## config.mk

```make
export PLATFORM = sky130hd
export DESIGN_NAME = rng_stream_rx
export DESIGN_NICKNAME = d
export VERILOG_FILES = /design/src/rtl/rng_rx_pkg.sv /design/src/rtl/register.sv /design/src/rtl/sync_fifo.sv /design/src/rtl/rng_stream_rx.sv
export SDC_FILE = /design/constraint.sdc
export NUM_CORES = 1
export LEC_CHECK = 0
export ABC_AREA = 1
export BUFFER_PORTS_ARGS = -buffer_cell sky130_fd_sc_hd__buf_2
export CAP_MARGIN = 5
export CORE_MARGIN = 10
export CORE_UTILIZATION = 25
export DETAILED_ROUTE_END_ITERATION = 8
export PLACE_DENSITY = 0.38
export SETUP_SLACK_MARGIN = 0.05
export SYNTH_ARGS = -nofsm -noshare
export SYNTH_HDL_FRONTEND = slang
export SYNTH_SLANG_ARGS = --single-unit
```

## constraint.sdc

```tcl
create_clock -name clk -period 5.3 [get_ports clk]
set_input_delay 0.795 -clock clk [delete_from_list [all_inputs] [get_ports clk]]
set_output_delay 0.795 -clock clk [all_outputs]
set_load 0.03 [all_outputs]
```

## src/rtl/rng_rx_pkg.sv

```systemverilog
// Shared constants and types for the RNG bit-stream receiver.
package rng_rx_pkg;

    localparam int WIDTH_DEF       = 8;
    localparam int DEPTH_DEF       = 4;
    localparam int SYNC_STAGES_DEF = 2;

    typedef logic [WIDTH_DEF-1:0] rng_word_t;

endpackage

```

## src/rtl/register.sv

```systemverilog
// Plain W-bit register with asynchronous active-low clear.
module register #(
    parameter int W = 1
) (
    input  logic         clk,
    input  logic         rst_b,
    input  logic [W-1:0] d,
    output logic [W-1:0] q
);

    // Capture d every clock; clear to zero on reset.
    always_ff @(posedge clk or negedge rst_b) begin
        if (!rst_b) begin
            q <= {W{1'b0}};
        end else begin
            q <= d;
        end
    end

endmodule

```

## src/rtl/sync_fifo.sv

```systemverilog
// First-word-fall-through FIFO: dout shows the head entry whenever not empty.
// A push while full is accepted only if a pop frees the slot in the same cycle.
module sync_fifo #(
    parameter int WIDTH = 8,
    parameter int DEPTH = 4
) (
    input  logic             clk,
    input  logic             rst_b,
    input  logic             push,
    input  logic [WIDTH-1:0] din,
    input  logic             pop,
    output logic [WIDTH-1:0] dout,
    output logic             full,
    output logic             empty
);

    localparam int AW = $clog2(DEPTH);
    localparam int CW = AW + 1;

    logic [WIDTH-1:0] mem_r [DEPTH];
    logic [AW-1:0]    wr_ptr_r;
    logic [AW-1:0]    rd_ptr_r;
    logic [CW-1:0]    count_r;
    logic             do_push_s;
    logic             do_pop_s;

    assign full      = (count_r == CW'(DEPTH));
    assign empty     = (count_r == {CW{1'b0}});
    assign do_pop_s  = pop & ~empty;
    assign do_push_s = push & (~full | do_pop_s);
    assign dout      = mem_r[rd_ptr_r];

    // Storage array; cleared on reset so the head reads zero out of reset.
    always_ff @(posedge clk or negedge rst_b) begin
        if (!rst_b) begin
            for (int i = 0; i < DEPTH; i++) begin
                mem_r[i] <= {WIDTH{1'b0}};
            end
        end else if (do_push_s) begin
            mem_r[wr_ptr_r] <= din;
        end else begin
            mem_r[wr_ptr_r] <= mem_r[wr_ptr_r];
        end
    end

    // Pointers and occupancy; pointers wrap naturally since DEPTH is a power of 2.
    always_ff @(posedge clk or negedge rst_b) begin
        if (!rst_b) begin
            wr_ptr_r <= {AW{1'b0}};
            rd_ptr_r <= {AW{1'b0}};
            count_r  <= {CW{1'b0}};
        end else begin
            if (do_push_s) begin
                wr_ptr_r <= wr_ptr_r + AW'(1);
            end
            if (do_pop_s) begin
                rd_ptr_r <= rd_ptr_r + AW'(1);
            end
            case ({do_push_s, do_pop_s})
                2'b10:   count_r <= count_r + CW'(1);
                2'b01:   count_r <= count_r - CW'(1);
                default: count_r <= count_r;
            endcase
        end
    end

endmodule

```

## src/rtl/rng_stream_rx.sv

```systemverilog
// Receiver for the padlock RNG 3-wire header: synchronizes the remote lines,
// captures one bit per strobe rise while done is high, packs MSB-first words
// and buffers them in an FWFT FIFO with a sticky overflow flag.
module rng_stream_rx
    import rng_rx_pkg::*;
#(
    parameter int WIDTH       = WIDTH_DEF,
    parameter int DEPTH       = DEPTH_DEF,
    parameter int SYNC_STAGES = SYNC_STAGES_DEF
) (
    input  logic                     clk,
    input  logic                     rst_b,
    input  logic                     strb_in,
    input  logic                     bit_in,
    input  logic                     done_in,
    output logic [WIDTH-1:0]         word,
    output logic                     word_valid,
    input  logic                     word_ready,
    output logic                     overflow,
    input  logic                     clr_ovf,
    output logic [$clog2(WIDTH)-1:0] bit_cnt
);

    localparam int CW = $clog2(WIDTH);

    logic [2:0]       raw_s;
    logic [2:0]       sync_s;
    logic             strb_s;
    logic             bit_s;
    logic             done_s;
    logic             strb_s_d;
    logic             done_s_d;
    logic             rise_s;
    logic             capture_s;
    logic             done_fall_s;
    logic             last_bit_s;
    logic             push_s;
    logic             pop_s;
    logic             drop_s;
    logic             fifo_full_s;
    logic             fifo_empty_s;
    logic [WIDTH-1:0] push_data_s;
    logic [WIDTH-2:0] shreg_r;
    logic [CW-1:0]    bit_cnt_r;
    logic             overflow_r;

    assign raw_s = {done_in, bit_in, strb_in};

    for (genvar g = 0; g < 3; g++) begin : g_sync
        logic [SYNC_STAGES-1:0] chain_r;

        // Multi-flop synchronizer for one asynchronous header line.
        always_ff @(posedge clk or negedge rst_b) begin
            if (!rst_b) begin
                chain_r <= {SYNC_STAGES{1'b0}};
            end else begin
                chain_r <= {chain_r[SYNC_STAGES-2:0], raw_s[g]};
            end
        end

        assign sync_s[g] = chain_r[SYNC_STAGES-1];
    end

    assign strb_s = sync_s[0];
    assign bit_s  = sync_s[1];
    assign done_s = sync_s[2];

    register #(.W(1)) u_strb_d (.clk(clk), .rst_b(rst_b), .d(strb_s), .q(strb_s_d));
    register #(.W(1)) u_done_d (.clk(clk), .rst_b(rst_b), .d(done_s), .q(done_s_d));

    assign rise_s      = strb_s & ~strb_s_d;
    assign capture_s   = rise_s & done_s;
    assign done_fall_s = ~done_s & done_s_d;
    assign last_bit_s  = (bit_cnt_r == CW'(WIDTH - 1));
    assign push_data_s = {shreg_r, bit_s};
    assign push_s      = capture_s & last_bit_s;
    assign pop_s       = ~fifo_empty_s & word_ready;
    // A full FIFO only refuses the word when nothing leaves in the same cycle.
    assign drop_s      = push_s & fifo_full_s & ~pop_s;

    // Shift register and bit counter; a done fall abandons the partial word.
    always_ff @(posedge clk or negedge rst_b) begin
        if (!rst_b) begin
            shreg_r   <= {(WIDTH-1){1'b0}};
            bit_cnt_r <= {CW{1'b0}};
        end else if (done_fall_s) begin
            shreg_r   <= shreg_r;
            bit_cnt_r <= {CW{1'b0}};
        end else if (capture_s) begin
            shreg_r   <= push_data_s[WIDTH-2:0];
            bit_cnt_r <= last_bit_s ? {CW{1'b0}} : bit_cnt_r + CW'(1);
        end else begin
            shreg_r   <= shreg_r;
            bit_cnt_r <= bit_cnt_r;
        end
    end

    // Sticky overflow flag; a new drop beats a simultaneous clear.
    always_ff @(posedge clk or negedge rst_b) begin
        if (!rst_b) begin
            overflow_r <= 1'b0;
        end else if (drop_s) begin
            overflow_r <= 1'b1;
        end else if (clr_ovf) begin
            overflow_r <= 1'b0;
        end else begin
            overflow_r <= overflow_r;
        end
    end

    sync_fifo #(
        .WIDTH (WIDTH),
        .DEPTH (DEPTH)
    ) u_fifo (
        .clk   (clk),
        .rst_b (rst_b),
        .push  (push_s),
        .din   (push_data_s),
        .pop   (pop_s),
        .dout  (word),
        .full  (fifo_full_s),
        .empty (fifo_empty_s)
    );

    assign word_valid = ~fifo_empty_s;
    assign overflow   = overflow_r;
    assign bit_cnt    = bit_cnt_r;

endmodule
```

# Word level (Yosys, flattened, before mapping)
# Index checks and enable logic that the tools add are counted.
[classes]
n_mux = 17
n_eq_ne = 4
reduce_logical = 6
magnitude_cmp = 3
n_bitwise = 18
addsub = 5
[op_table]
columns = ["operator", "n"]
rows = [
  ["$bwmux 32", 2],
  ["$mux 8", 5],
  ["$bmux 8 s2", 2],
  ["$mux 32", 1],
  ["$demux 8 s2", 1],
  ["$and 1x1->1", 9],
  ["$mux 3", 3],
  ["$add 3x1->3 const B", 2],
  ["$eq 3x3->1 const B", 2],
  ["$ge 3x3->1 const B", 2],
  ["$not 1->1", 6],
  ["$not 2->3", 2],
  ["$pmux 3 s2", 1],
  ["$reduce_bool 2->1", 3],
  ["$add 2x1->2 const B", 2],
  ["$logic_not 3->1", 1],
  ["$lt 3x1->1 const B", 1],
  ["$sub 3x1->3 const B", 1],
  ["$eq 2x1->1 const B", 1],
  ["$eq 2x2->1 const B", 1],
  ["$mux 1", 2],
  ["$reduce_and 2->1", 1],
  ["$logic_and 1x1->1", 1],
  ["$or 1x1->1", 1],
]
[word_totals]
in_bits = 7
reg_bits = 58
elab_cells = 68
output_inout_bits = 13

# Longest topological paths before layout
# Gate-level depths: netlist (run 1).
[depth]
word_depth = 8
mapped_depth = 12

# By module
# From an unflattened synthesis (run 1), not the netlist that was laid out.
[hier_totals]
cells_unflattened = 393
hier_area_um2 = 3183.1
[modules_own_cells]
columns = ["module", "instances", "cells_per_inst", "area_per_inst_um2"]
rows = [
  ["sync_fifo", 1, 327, 2478.6],
  ["rng_stream_rx", 1, 64, 654.4],
  ["register", 2, 1, 25.0],
]

# Least setup slack after synthesis (run 1)
# Ideal clock, no wire load.
[synth_path]
kind = "flip-flop to flip-flop"
from = "register bit_cnt_r[0] (netlist: bit_cnt[0])"
to = "register u_fifo.count_r[2]"
t_required_ns = 5.169
arrival_time_ns = 2.274
setup_ns = 0.131
synth_period_minus_slack_ns = 2.405
setup_slack_ns = 2.895
path_stages_with_launch = 13
path_cell_list = "dfrtp_1 ha_1 ha_1 inv_1 nor2_8 nand2_4 buf_6 ha_1 inv_1 fa_1 a21oi_1 o21ai_0 xor2_1"
[synth_via]
elab_chain_len = 5
word_cells_on_any_way = 7
cone_classes = "eq/ne: 3; mux: 1; bitwise: 2; reduce/logical: 1"
[synth_lines]
columns = ["element", "line", "rtl"]
rows = [
  ["start: declaration", "rng_stream_rx.sv:44", "logic [CW-1:0] bit_cnt_r;"],
  ["start signal: assignment", "rng_stream_rx.sv:85", "bit_cnt_r <= {CW{1'b0}};"],
  ["start signal: assignment", "rng_stream_rx.sv:88", "bit_cnt_r <= {CW{1'b0}};"],
  ["start signal: assignment", "rng_stream_rx.sv:91", "bit_cnt_r <= last_bit_s ? {CW{1'b0}} : bit_cnt_r + CW'(1);"],
  ["$eq 3x3->1 (*)", "rng_stream_rx.sv:74", "assign last_bit_s = (bit_cnt_r == CW'(WIDTH - 1));"],
  ["$and 1x1->1 (*)", "rng_stream_rx.sv:76", "assign push_s = capture_s & last_bit_s;"],
  ["$and 1x1->1 (*)", "sync_fifo.sv:30", "assign do_push_s = push & (~full | do_pop_s);"],
  ["$eq 2x1->1 or $eq 2x2->1 (tied branches)", "sync_fifo.sv:59", "case ({do_push_s, do_pop_s})"],
  ["$pmux 3 s2 or $reduce_bool 2->1 (tied branches)", "--", ""],
  ["end signal: assignment", "sync_fifo.sv:60", "2'b10: count_r <= count_r + CW'(1);"],
  ["end signal: assignment", "sync_fifo.sv:61", "2'b01: count_r <= count_r - CW'(1);"],
  ["end signal: assignment", "sync_fifo.sv:62", "default: count_r <= count_r;"],
  ["end: declaration", "sync_fifo.sv:23", "logic [CW-1:0] count_r;"],
]
# Every way passes the cells marked *; elsewhere a longest branch is shown, timed or not.
# A chain may end at the register's enable or synchronous reset.

# Worst setup path in the final report (run 1)
[layout_path]
from = "register u_fifo.rd_ptr_r[0]"
to = "output port word[0]"
[layout_via]
elab_chain_len = 4
[layout_lines]
columns = ["element", "line", "rtl"]
rows = [
  ["start: declaration", "sync_fifo.sv:22", "logic [AW-1:0] rd_ptr_r;"],
  ["start signal: assignment", "sync_fifo.sv:50", "rd_ptr_r <= {AW{1'b0}};"],
  ["start signal: assignment", "sync_fifo.sv:57", "rd_ptr_r <= rd_ptr_r + AW'(1);"],
  ["$not 2->3 (implied by the code)", "sync_fifo.sv:31", "assign dout = mem_r[rd_ptr_r];"],
  ["$bmux 8 s2", "sync_fifo.sv:31", ""],
  ["$mux 8 (implied by the code) (2 in series)", "sync_fifo.sv:31", ""],
  ["end: declaration", "rng_stream_rx.sv:16", "output logic [WIDTH-1:0] word,"],
]
# No other way between the ends. The select of a mux whose other input is x is not followed.

==> results.md, run 1 <==
Timing:
- The final worst-path cycle share is between 50% and 60%.
- The final max-slew violation count is 0.
- The worst hold slack is about 0.35 ns.
- Across the routed clock network, the largest skew measured is about 0.0071 ns.
- At the pin with the least slew margin, the transition time is 0.788 ns.
- The number of endpoints with negative hold slack in the final report is 0.
- Setup repair after global routing left no endpoint under its margin.
- Setup violations remaining at the end of the flow were counted as 0.
- Based on the critical path, the design can be clocked at up to between 300 and 400 MHz.
- The total negative slack is 0 ns.
- The minimum clock period is a little over 3 ns.
- The worst slew slack as a fraction of its limit is 47.5%.

Finish:
- The filler cells instantiated in the layout total about 1400.
- Cells with a size suffix above 1 make up about a tenth of the layout.
- The area added between synthesis and finish is 16.9%.
- Summing all non-filler instances in the final layout gives an area of 0.00379 sq mm.
- The area taken by multi-input logic gates is ~0.0014 sq mm.
- After the last flow step, the layout net total stands at between 400 and 500.
- The utilization after layout is 29.9%.
- The antenna cell count is 0.
- Registers take between 0.001 and 0.0015 sq mm.

Power and ir drop:
- The sum of internal, switching and leakage power is roughly 2.2 mW.
- The leakage power summed over all cells is ~1.9 nW.
- Dividing total power by cell area gives a power density of about 580 mW/mm^2.
- VDD sags by at most between 0.2 and 0.25 mV.

Drt:
- The first routing iteration left roughly 250 violations.
- In the routed design, unresolved DRC markers number 0.
- The count of TritonRoute iterations in the first routing pass is 4.
- Using the TritonRoute via totals, the vias-per-cell ratio works out to 4.69.
- The post-detailed-routing wire length is 9.36 mm.
- The count of vias placed by the detailed router is 2786.
- In this run the remaining antenna-violating nets after routing total 0.
- After detailed routing, the average wire length per cell comes to between 15 and 20 um.

Die:
- For this design the top-level I/O count stands at 20.
- The vertical extent of the die is 134 um.
- The die is roughly 130 um wide.
- The area of the core region is 0.0127 sq mm.
- For this configuration, the core starts out at a cell density of 25.6%.
- The die covers approximately 0.018 sq mm.
- Row generation in the floorplan step produced 41 rows.

Logic synthesis:
- The post-synthesis average cell area is about 8 sq um.
- By area the synthesized netlist is led by dfrtp_1 45%, nand3_1 12%, nand2_1 10%, inv_1 6.5%, nand4_1 6.2%.
- Counting flops and latches in the post-synthesis netlist gives 58.
- After synthesis, the largest area contributor takes up between 40 and 50% of total cell area.
- The cell type contributing the most total cell area after synthesis is dfrtp_1.
- The number of nets handed over by synthesis was 427.
- The number of unique standard cell types used by synthesis is 27.
- Of the synthesized area, sequential elements account for between 40 and 50%.
- The number of instances in the synthesized netlist is approximately 400.
- The warning count from the yosys run is 0.
- The post-synthesis instance area is about 0.0032 sq mm.

GRT:
- The maximum number of pins on one net before global-route repair is about 60.
- The sum of overflow across all layers after global routing is 0.
- The total routing usage reported by global routing is 10.9%.
- Global routing used under 10% of the available met3 tracks.
- The global routing met1 resource utilization is approximately 15%.
- The initial antenna violation count is 0.
- The number of global-route vias before repair is about 2800.
- The first global-routing pass estimated between 15 and 20 mm of wire.
- The layer flagged by global routing as most heavily used is met2.
- The met2 track utilization from global routing is ~16%.

Clocking:
- The later pin in the worst-skew pair is clocked with a latency of roughly 0.33 ns.
- The number of buffers inserted during clock tree synthesis is 9.
- The clock tree synthesis step divided the H-tree into 3 levels.
- Buffers added to address setup during post-CTS repair amount to 0.
- The count of cells resized by post-cts repair is 0.
- The clock passes through at most 2 buffers.
- The cell chosen for the clock root is clkbuf_16.
- For this design, the sink count on the clock tree is slightly below 60.
- Clock-pin slew was measured on the worst setup and hold paths at about 0.05 ns.
- TritonCTS built the clock tree.
- For this design, the CTS-stage hold fixing added 0 buffers.

Min path:
- The worst hold path begins at g_sync[2].chain_r[0]$_DFF_PN0_.
- The path with the worst hold slack has its endpoint at g_sync[2].chain_r[1]$_DFF_PN0_.
- The number of instances on the worst hold path is 0.
- The type of the worst min-delay path is reg -> reg.

Setup path:
- The kind of critical path is reg -> out.
- The most numerous cell type found on the critical path is a21oi_1.
- STA classifies the critical path endpoint as an output port.
- The nature of the critical path startpoint is a flop.
- The worst reg-to-reg setup slack is 2.64 ns.
- The worst reg2reg path depth is 9.
- Of all nets on the critical path, the largest fanout is 24.
- The delay of the slowest critical-path stage is around 0.63 ns.
- The endpoint identified for the worst register-to-register timing path is u_fifo.count_r[2]$_DFFE_PN0P_.
- The required time of the critical path is approximately 4.5 ns.
- The arrival time of the worst setup path is about 2.3 ns.
- The slowest stage of the critical path belongs to the cell dfrtp_1.
- The signal on the critical path passes through inv_1 -> o21ai_0 -> a21oi_1 -> a21oi_1 -> buf_2.
- In this run the critical register-to-register path is launched from u_fifo.count_r[1]$_DFFE_PN0P_.
- The startpoint of the most critical setup path is u_fifo.rd_ptr_r[0]$_DFFE_PN0P_.

Placement:
- After detailed placement, the total cell area comes to roughly 0.0034 sq mm.
- Port buffering added 19 buffers.
- The weighted congestion at the end of routability-driven global placement is ~0.75.
- The detailed placement HPWL is 6.05 mm.

Run:
- The total of max-cap violations is 0.

Run status:
- The flow ran to the end, and the final reports show no timing, DRC or antenna violations.
[report_power, final]
group | switching (mW) | internal, mW
logic | 0.512 | 0.234
registers | 0.135 | 0.576
clock network | 0.205 | 0.519
total | 0.851 | 1.33
[cells by family after synthesis]
group | synth area share (%)
compound gates | 7.72
xor+xnor | 1.35
buf+inv | 11.1
simple gates | 31.4
flops | 44.8
mux | 0.347
fa+ha+maj | 3.32
[metal layers]
metal  share of wire, %  wire length, um  up-vias
met3                5.9              548       11
met2                 45             4170       73
li1                   -                -     1383
met1                 49             4550     1319
met5                  0                0        -
met4                1.0               96        0
[synthesized netlist by cell type]
master and count:
a21oi_1 29, a21oi_2 1, a22oi_1 1, buf_1 2
buf_2 9, buf_4 2, buf_6 3, clkbuf_1 10
dfrtp_1 58, fa_1 1, ha_1 7, inv_1 56
inv_2 1, inv_4 1, mux2_2 1, nand2_1 87
nand2_4 1, nand3_1 80, nand3_4 2, nand4_1 32
nor2_1 4, nor2_4 1, nor2_8 1, o21ai_0 14
o22ai_1 3, xnor2_1 1, xor2_1 4
[critical path: cells and delay by family, from the launching register on]
kind,cells,cell delay [ns]
flops,1,0.63
buf+inv,2,0.71
compound gates,3,0.57
[state kept, by name, summed over array words and instances, names as in the netlist]
name             cells
u_strb_d.q           1
u_fifo.wr_ptr_r      2
bit_cnt              3
u_fifo.count_r       3
shreg_r              7
overflow             1
u_done_d.q           1
g_sync.chain_r       6
u_fifo.mem_r        32
u_fifo.rd_ptr_r      2
[how the worst max path moves through the flow]
| stage | endpoint | cells after the start |
|---|---|---|
| 3_3_place_gp | u_fifo.count_r[2]$_DFFE_PN0P_ | 10 |
| 3_5_place_dp | u_fifo.count_r[2]$_DFFE_PN0P_ | 10 |
| 2_1_floorplan | u_fifo.count_r[2]$_DFFE_PN0P_ | 12 |
| 5_1_grt | word[0] | 5 |
| 6_report | word[0] | 5 |
| 4_1_cts | word[0] | 5 |
[layout by cell type (no fill, tap or decap), types with 2 or more instances in the layout]
| cell type | synthesis | layout |
|---|---|---|
| bufinv_16 | 0 | 4 |
| nand4_1 | 32 | 32 |
| o22ai_1 | 3 | 3 |
| dfrtp_1 | 58 | 58 |
| o21ai_0 | 14 | 14 |
| buf_2 | 9 | 19 |
| clkbuf_16 | 0 | 9 |
| nor2_1 | 4 | 4 |
| nand3_1 | 80 | 80 |
| inv_1 | 56 | 56 |
| a21oi_1 | 29 | 29 |
| nand2_1 | 87 | 87 |
| ha_1 | 7 | 7 |
| xor2_1 | 4 | 4 |
| nand3_4 | 2 | 2 |
[metrics by stage]
| step | cells | setup slack, ns |
|---|---|---|
| after floorplan | 412 | 2.89 |
| after detailed placement | 578 | 2.21 |
| after global placement | 578 | 2.22 |
| after CTS | 594 | 2.17 |
| after global routing | 594 | 2.00 |
| final | 594 | 2.25 |
[final cells by class]
cell class              instances  area share, %
well taps                     172           5.68
repair buffers                 20           2.71
multi-input cells             270           37.8
clock inverters                 5           3.30
flip-flops and latches         58           38.3
inverters                      58           5.81
clock buffers                  11           6.40
Power figures use the tool's default switching activity.
==> run 2, diff against run 1 <==
--- a/config.mk
+++ b/config.mk
@@ -11,7 +11,7 @@
 export CORE_MARGIN = 10
 export CORE_UTILIZATION = 25
 export DETAILED_ROUTE_END_ITERATION = 8
-export PLACE_DENSITY = 0.38
+export PLACE_DENSITY = 0.39
 export SETUP_SLACK_MARGIN = 0.05
 export SYNTH_ARGS = -nofsm -noshare
 export SYNTH_HDL_FRONTEND = slang
==> constraint.sdc (replaced) <==
create_clock -name clk -period 2.6 [get_ports clk]
set_input_delay 0.39 -clock clk [delete_from_list [all_inputs] [get_ports clk]]
set_output_delay 0.39 -clock clk [all_outputs]
set_load 0.03 [all_outputs]
==> run 2 against run 1 <==
Critical path type is now reg -> reg. Critical endpoint is now u_fifo.count_r[2]$_DFFE_PN0P_. Die area did not move. Sequential power up 97%. Count of clock-buffer cells in the layout fell by 2. Setup slack worse by 1.9 ns. Largest cell class unchanged. Via count up 4.5%.
==> results.md, run 2 (synthesis gave the netlist of run 1 again) <==
Run status:
- Result of the run: completed (unchanged).

Setup path:
- The worst reg2reg path depth is 11 (was 9).
- The worst reg2reg path startpoint is bit_cnt[0]$_DFFE_PN0P_ (was u_fifo.count_r[1]$_DFFE_PN0P_).
- List of cells traversed by the critical path: ha_1 -> ha_1 -> inv_1 -> nor2_8 -> nand2_4 -> ha_1 -> inv_1 -> fa_1 -> a21oi_1 -> o21ai_0 -> xor2_1 (was inv_1 -> o21ai_0 -> a21oi_1 -> a21oi_1 -> buf_2).
- The arrival time of the worst setup path is 2.48 ns (was 2.25 ns).
- The kind of critical path is reg -> reg (was reg -> out).
- The delay of the slowest critical-path stage is 0.39 ns (was 0.63 ns).
- The cell type of the slowest stage on the worst timing path is dfrtp_1 (unchanged).
- The endpoint class of the critical path is a flop (was output port).
- The worst reg-to-reg setup slack is 0.33 ns (was 2.64 ns).
- The reg-to-reg endpoint is u_fifo.count_r[2]$_DFFE_PN0P_ (unchanged).
- The nature of the critical path startpoint is a flop (unchanged).
- The most common cell type on the critical path is ha_1 (was a21oi_1).
- The required time of the critical path is 2.81 ns (was 4.51 ns).
- The largest fanout on the critical path is 34 (was 24).

Timing:
- The final max-slew violation count is 0 (unchanged).
- Subtracting the final worst setup slack from the clock period gives about 2.3 ns.
- The maximum clock frequency is 440 MHz.
- RSZ-0062 raised after global routing: no (unchanged).
- The worst slew slack as a fraction of its limit is 66.1% (was 47.5%).
- The total negative slack was 0 ns (unchanged).
- The worst clock skew is 0.00465 ns (was 0.00709 ns).
- The worst path setup slack after routing is 0.328 ns (was 2.25 ns).
- The slew of the pin with the lowest slew margin was 0.509 ns (was 0.788 ns).
- The number of endpoints with negative hold slack in the final report is 0 (unchanged).
- In the finished design, the share of the clock period the worst path needs comes to between 80% and 90%.
- The number of setup violations in the final report is 0 (unchanged).

Placement:
- The worst slack at placement is 0.309 ns (was 2.21 ns).
- The count of input and output buffers was 19 (unchanged).
- The weighted congestion at the end of routability-driven global placement is 0.781 (was 0.755).
- The detailed placement HPWL came to 6.09 mm (was 6.05 mm).

Drt:
- The post-detailed-routing wire length came to 9.58 mm (was 9.36 mm).
- The count of TritonRoute iterations in the first routing pass is 5 (was 4).
- The detailed-route vias per instance is 4.79 (was 4.69).
- The count of vias placed by the detailed router is 2910 (was 2786).
- The average wire per standard cell is 15.8 um (about the same).
- The number of routed nets with antenna violations is 0 (unchanged).
- The DRC violation count after routing is 0 (unchanged).
- The first-iteration detailed-routing DRC count came to 301 (was 254).

Finish:
- The antenna cell count is 0 (unchanged).
- Most frequent cells in the layout: 87 x nand2_1, 80 x nand3_1, 58 x dfrtp_1 (unchanged).
- The area added between synthesis and finish was 19.3% (was 16.9%).
- The net count of the finished layout was 446 (was 432).
- The most common cell after layout, fill and taps aside is nand2_1 (unchanged).
- The fraction of final layout cells with drive strength greater than 1 is 13.5% (was 10.4%).
- The number of flip-flops under the largest register name is 32 (unchanged).
- The register name with the most flops is u_fifo.mem_r (unchanged).
- Largest registers ranked by flip-flop count: u_fifo.mem_r (32), shreg_r (7), g_sync.chain_r (6) (unchanged).

Clocking:
- The cell chosen for the clock root is clkbuf_16 (unchanged).
- The source-to-sink clock delay at the later pin of the worst-skew pair is 0.33 ns (about the same).
- The post-CTS setup repair buffer count is 0 (unchanged).
- The total number of clock tree sinks is 58 (unchanged).
- The H-tree depth is 3 (unchanged).
- The number of buffers added to fix hold violations after cts came to 0 (unchanged).
- The count of cells resized by post-cts repair is 0 (unchanged).
- The maximum clock insertion buffer count is 2 (unchanged).
- The number of buffers inserted during clock tree synthesis was 9 (unchanged).
- The clock-pin slew on the worst setup and hold paths was 0.05 ns (about the same).
- The CTS tree is yes (unchanged).

Die:
- The floorplan die width is 134 um (unchanged).
- The vertical extent of the die is 134 um (unchanged).
- The starting utilization of the core area is 25.6% (unchanged).
- The area of the core region is 0.0127 sq mm (unchanged).
- The die area is 0.0179 sq mm (unchanged).
- The floorplan row count is 41 (unchanged).
- The number of top-level design ports was 20 (unchanged).

GRT:
- The sum of overflow across all layers after global routing is 0 (unchanged).
- The first-pass GRT wire length is 15.8 mm (was 15.6 mm).
- The total routing usage reported by global routing is 11.1% (was 10.9%).
- The maximum number of pins on one net before global-route repair is 59 (unchanged).
- The initial antenna violation count was 0 (unchanged).
- The number of global-route vias before repair is 2939 (was 2794).

Power and ir drop:
- The worst vdd rail ir drop is 0.427 mV (was 0.205 mV).
- The leakage power summed over all cells was 1.92 nW (was 1.87 nW).
- The areal power density over the cells is 1120 mW/mm^2 (was 575 mW/mm^2).

Run:
- The total of max-cap violations is 0 (unchanged).

Min path:
- The type of the worst min-delay path is in -> async (was reg -> reg).
-- run 2: metrics by stage --
step                      cell area, sq um  hold WS [ns]  total power, mW  cells  util, %
final                                 3870        0.0630             4.33    608     30.5
after global routing                  3870        0.0856             4.67    608     30.5
after CTS                             3870        0.0752             4.40    608     30.5
after detailed placement              3540         0.338             3.06    592     27.9
after global placement                3540         0.336             3.06    592     27.9
after floorplan                       3240        0.0944             2.52    412        -
-- run 2: layer usage --
metal | track usage, % | vias up | wire length (um)
li1 | - | 1415 | -
met1 | 14.7 | 1395 | 4670
met2 | 16.7 | 85 | 4260
met3 | 2.80 | 15 | 485
met4 | 5.08 | 0 | 163
met5 | 0 | - | 0
-- run 2: how the worst max path moves through the flow --
stage | startpoint | cells past startpoint | to
4_1_cts | bit_cnt[0]$_DFFE_PN0P_ | 11 | u_fifo.count_r[2]$_DFFE_PN0P_
3_3_place_gp | bit_cnt[0]$_DFFE_PN0P_ | 11 | u_fifo.count_r[2]$_DFFE_PN0P_
3_5_place_dp | bit_cnt[0]$_DFFE_PN0P_ | 11 | u_fifo.count_r[2]$_DFFE_PN0P_
2_1_floorplan | bit_cnt[0]$_DFFE_PN0P_ | 12 | u_fifo.count_r[2]$_DFFE_PN0P_
5_1_grt | bit_cnt[0]$_DFFE_PN0P_ | 11 | u_fifo.count_r[2]$_DFFE_PN0P_
6_report | bit_cnt[0]$_DFFE_PN0P_ | 11 | u_fifo.count_r[2]$_DFFE_PN0P_
-- run 2: layout make-up --
type | instances | area (sq um)
Inverter | 58 | 220
Timing Repair Buffer | 34 | 220
Tap cell | 172 | 215
Clock buffer | 9 | 225
Fill cell | 1393 | 8800
Multi-Input combinational cell | 270 | 1430
Sequential cell | 58 | 1450
Clock inverter | 7 | 104
-- run 2: critical path, delay by kind of cell (launching register included) --
kind,cells,cell delay [ns]
AND/OR/NAND/NOR,2,0.24
flip-flops,1,0.39
buffers and inverters,2,0.22
AO/OA/AOI/OAI,2,0.25
adder cells (fa/ha/maj),4,0.90
XOR/XNOR,1,0.15
-- run 2: where the power goes --
group / switching (mW) / internal (mW)
sequential: 0.228 / 1.18
combinational: 1.11 / 0.519
clock: 0.450 / 0.846
total: 1.79 / 2.54
==> run 3, diff against run 2 <==
--- a/config.mk
+++ b/config.mk
@@ -8,10 +8,13 @@
 export ABC_AREA = 1
 export BUFFER_PORTS_ARGS = -buffer_cell sky130_fd_sc_hd__buf_2
 export CAP_MARGIN = 5
+export CELL_PAD_IN_SITES_DETAIL_PLACEMENT = 0
+export CELL_PAD_IN_SITES_GLOBAL_PLACEMENT = 2
 export CORE_MARGIN = 10
 export CORE_UTILIZATION = 25
 export DETAILED_ROUTE_END_ITERATION = 8
-export PLACE_DENSITY = 0.39
+export PLACE_DENSITY = 0.58
+export RECOVER_POWER = 50
 export SETUP_SLACK_MARGIN = 0.05
 export SYNTH_ARGS = -nofsm -noshare
 export SYNTH_HDL_FRONTEND = slang
==> run 3 against run 2 <==
The flow now finishes with violations (max-capacitance violations, max-slew violations). Maximum frequency grew 3.6%. Largest power group unchanged. Utilization is essentially flat. Highest routed layer unchanged. Via count shrank 1.3%. Critical path depth shrank 5.
==> results.md, run 3 (synthesis gave the netlist of run 1 again) <==
Power and ir drop:
- The areal power density over the cells is 1100 mW/mm^2 (was 1120 mW/mm^2).
- The sum of internal, switching and leakage power was 4.24 mW (was 4.33 mW).
- The internal power consumption came to 2.48 mW (was 2.54 mW).
- The sequential share of power is 33.3% (was 32.4%).
- The combinational share of power is 38.2% (was 37.7%).
- The share of power burned in the clock network is 28.5% (was 29.9%).
- The worst vdd rail ir drop was 0.329 mV (was 0.427 mV).
- The leakage power summed over all cells was 1.93 nW (was 1.92 nW).
- The net switching share of the total power was 41.4% (was 41.3%).
- The net switching power is 1.75 mW (was 1.79 mW).

Die:
- The starting utilization of the core area is 25.6% (unchanged).
- The number of top-level design ports is 20 (unchanged).
- The area of the core region is 0.0127 sq mm (unchanged).
- The vertical extent of the die is 134 um (unchanged).
- The floorplan die width is 134 um (unchanged).
- The floorplan row count is 41 (unchanged).
- The die area came to 0.0179 sq mm (unchanged).

Setup path:
- The delay of the slowest critical-path stage was 0.37 ns (was 0.39 ns).
- The gate family responsible for the most delay along the worst path was buffers and inverters (was adder cells).
- The reg-to-reg endpoint was u_fifo.count_r[2]$_DFFE_PN0P_ (unchanged).
- The nature of the critical path startpoint is a flop (unchanged).
- The count of buffering cells on the critical path with inverters included is 3 (was 2).
- The worst reg-to-reg setup slack is 0.45 ns (was 0.33 ns).
- The critical path capture point is word[7] (was u_fifo.count_r[2]$_DFFE_PN0P_).
- The kind of critical path was reg -> out (was reg -> reg).
- The required time of the critical path is 2.21 ns (was 2.81 ns).
- The worst reg2reg path depth is 11 (unchanged).
- List of cells traversed by the critical path: inv_1 -> buf_4 -> o21ai_0 -> a21oi_1 -> a21oi_1 -> buf_2 (was ha_1 -> ha_1 -> inv_1 -> nor2_8 -> nand2_4 -> ha_1 -> inv_1 -> fa_1 -> a21oi_1 -> o21ai_0 -> xor2_1).
- The arrival time of the worst setup path is 1.80 ns (was 2.48 ns).
- The largest fanout on the critical path is 13 (was 34).
- The startpoint of the most critical setup path is u_fifo.rd_ptr_r[0]$_DFFE_PN0P_ (was bit_cnt[0]$_DFFE_PN0P_).
- The endpoint class of the critical path is an output port (was flop).
- The path length in cells of the critical path is 6 (was 11).
- The cell type of the slowest stage on the worst timing path is dfrtp_1 (unchanged).
- The most common cell type on the critical path was a21oi_1 (was ha_1).
- The worst reg2reg path startpoint is bit_cnt[0]$_DFFE_PN0P_ (unchanged).

Clocking:
- The clock-pin slew on the worst setup and hold paths is 0.05 ns (about the same).
- The CTS tree was yes (unchanged).
- The count of cells resized by post-cts repair came to 0 (unchanged).
- The number of buffers added to fix hold violations after cts is 0 (unchanged).
- The source-to-sink clock delay at the later pin of the worst-skew pair is 0.33 ns (about the same).
- The maximum clock insertion buffer count is 2 (unchanged).
- The cell chosen for the clock root was clkbuf_16 (unchanged).
- The number of buffers inserted during clock tree synthesis came to 9 (unchanged).
- The total number of clock tree sinks is 58 (unchanged).
- The H-tree depth is 3 (unchanged).
- The post-CTS setup repair buffer count was 0 (unchanged).

GRT:
- The initial antenna violation count is 0 (unchanged).
- The sum of overflow across all layers after global routing is 0 (unchanged).
- The first-pass GRT wire length was 16.7 mm (was 15.8 mm).
- The maximum number of pins on one net before global-route repair came to 59 (unchanged).
- The total routing usage reported by global routing is 12.1% (was 11.1%).
- The number of global-route vias before repair is 2904 (was 2939).

Timing:
- The worst slew slack as a fraction of its limit came to -2.88% (was 66.1%).
- The slew of the pin with the lowest slew margin came to 1.54 ns (was 0.509 ns).
- The total negative slack is 0 ns (unchanged).
- The number of endpoints with negative hold slack in the final report is 0 (unchanged).
- The worst hold slack is 0.164 ns (was 0.0630 ns).
- The final worst-path cycle share is 84.4% (was 87.4%).
- The number of setup violations in the final report came to 0 (unchanged).
- RSZ-0062 raised after global routing: no (unchanged).
- The maximum clock frequency is 456 MHz (was 440 MHz).
- The final max-slew violation count came to 59 (was 0).
- The minimum clock period is 2.19 ns (was 2.27 ns).
- The worst clock skew is 0.00747 ns (was 0.00465 ns).

Finish:
- Largest registers ranked by flip-flop count: u_fifo.mem_r (32), shreg_r (7), g_sync.chain_r (6) (unchanged).
- The antenna cell count is 0 (unchanged).
- Most frequent cells in the layout: 87 x nand2_1, 80 x nand3_1, 58 x dfrtp_1 (unchanged).
- The fraction of final layout cells with drive strength greater than 1 was 14.5% (was 13.5%).
- The register name with the most flops is u_fifo.mem_r (unchanged).
- The net count of the finished layout is 451 (was 446).
- The most common cell after layout, fill and taps aside is nand2_1 (unchanged).
- The area added between synthesis and finish is 19.3% (about the same).
- The number of flip-flops under the largest register name is 32 (unchanged).

Drt:
- The post-detailed-routing wire length is 10.3 mm (was 9.58 mm).
- The average wire per standard cell is 16.8 um (was 15.8 um).
- The detailed-route vias per instance came to 4.69 (was 4.79).
- The DRC violation count after routing is 0 (unchanged).
- The count of TritonRoute iterations in the first routing pass is 4 (was 5).
- The count of vias placed by the detailed router is 2873 (was 2910).
- The first-iteration detailed-routing DRC count is 273 (was 301).
- The number of routed nets with antenna violations is 0 (unchanged).

Placement:
- The count of input and output buffers came to 19 (unchanged).
- The weighted congestion at the end of routability-driven global placement is 0.741 (was 0.781).
- The detailed placement HPWL is 6.59 mm (was 6.09 mm).

Run status:
- Result of the run: complete, but fails checks (was completed).
- The checks that failed: max-capacitance violations, max-slew violations.

Min path:
- The type of the worst min-delay path was in -> reg (was in -> async).

Run:
- The total of max-cap violations is 1 (was 0).
-- run 3: changes by cell type in the layout (fill, tap and decap cells not counted), sizes merged --
cell      delta
bufinv       -1
buf          +4
clkinvlp     +1
clkinv       -2
clkbuf       +3
-- run 3: cell type report --
type,instances,area (sq um)
inverter,58,220
clock buffer,11,253
fill,1404,8800
multi-input combinational,270,1430
timing repair buffer,39,243
clock inverter,5,52.6
tap,172,215
sequential,58,1450
-- run 3: power by group through the flow --
stage               clock (mW)  sequential, mW  combinational [mW]
detailed placement           0            1.42                1.65
global route              1.29            1.45                1.85
finish                    1.21            1.41                1.62
CTS                       1.24            1.41                1.66
floorplan                    0            1.37                1.15
global placement             0            1.42                1.65
-- run 3: worst min path at each step --
stage	startpoint	to	slack [ns]	depth (start not counted)
after detailed placement	g_sync[1].chain_r[0]$_DFF_PN0_	g_sync[1].chain_r[1]$_DFF_PN0_	0.34	0
after floorplan	rst_b	bit_cnt[0]$_DFFE_PN0P_	0.09	0
after global routing	done_in	g_sync[2].chain_r[0]$_DFF_PN0_	0.16	1
final	strb_in	g_sync[0].chain_r[0]$_DFF_PN0_	0.16	1
after global placement	g_sync[1].chain_r[0]$_DFF_PN0_	g_sync[1].chain_r[1]$_DFF_PN0_	0.33	0
after CTS	strb_in	g_sync[0].chain_r[0]$_DFF_PN0_	0.15	1
-- run 3: per-stage QoR --
| step | utilization, % | std cells | worst slack, ns | cell area [sq um] |
|---|---|---|---|---|
| after floorplan | - | 412 | 0.195 | 3240 |
| after global placement | 28.1 | 597 | 0.453 | 3560 |
| after detailed placement | 28.1 | 597 | 0.445 | 3560 |
| after CTS | 30.5 | 613 | 0.370 | 3870 |
| after global routing | 30.5 | 613 | 0.263 | 3870 |
| final | 30.5 | 613 | 0.407 | 3870 |
-- run 3: metal layers --
metal	up-vias	wire, um	global-route usage [%]
met5	-	0	0
met4	0	140	3.81
met3	12	531	2.65
met2	50	4730	19.3
met1	1394	4910	15.8
li1	1417	-	-
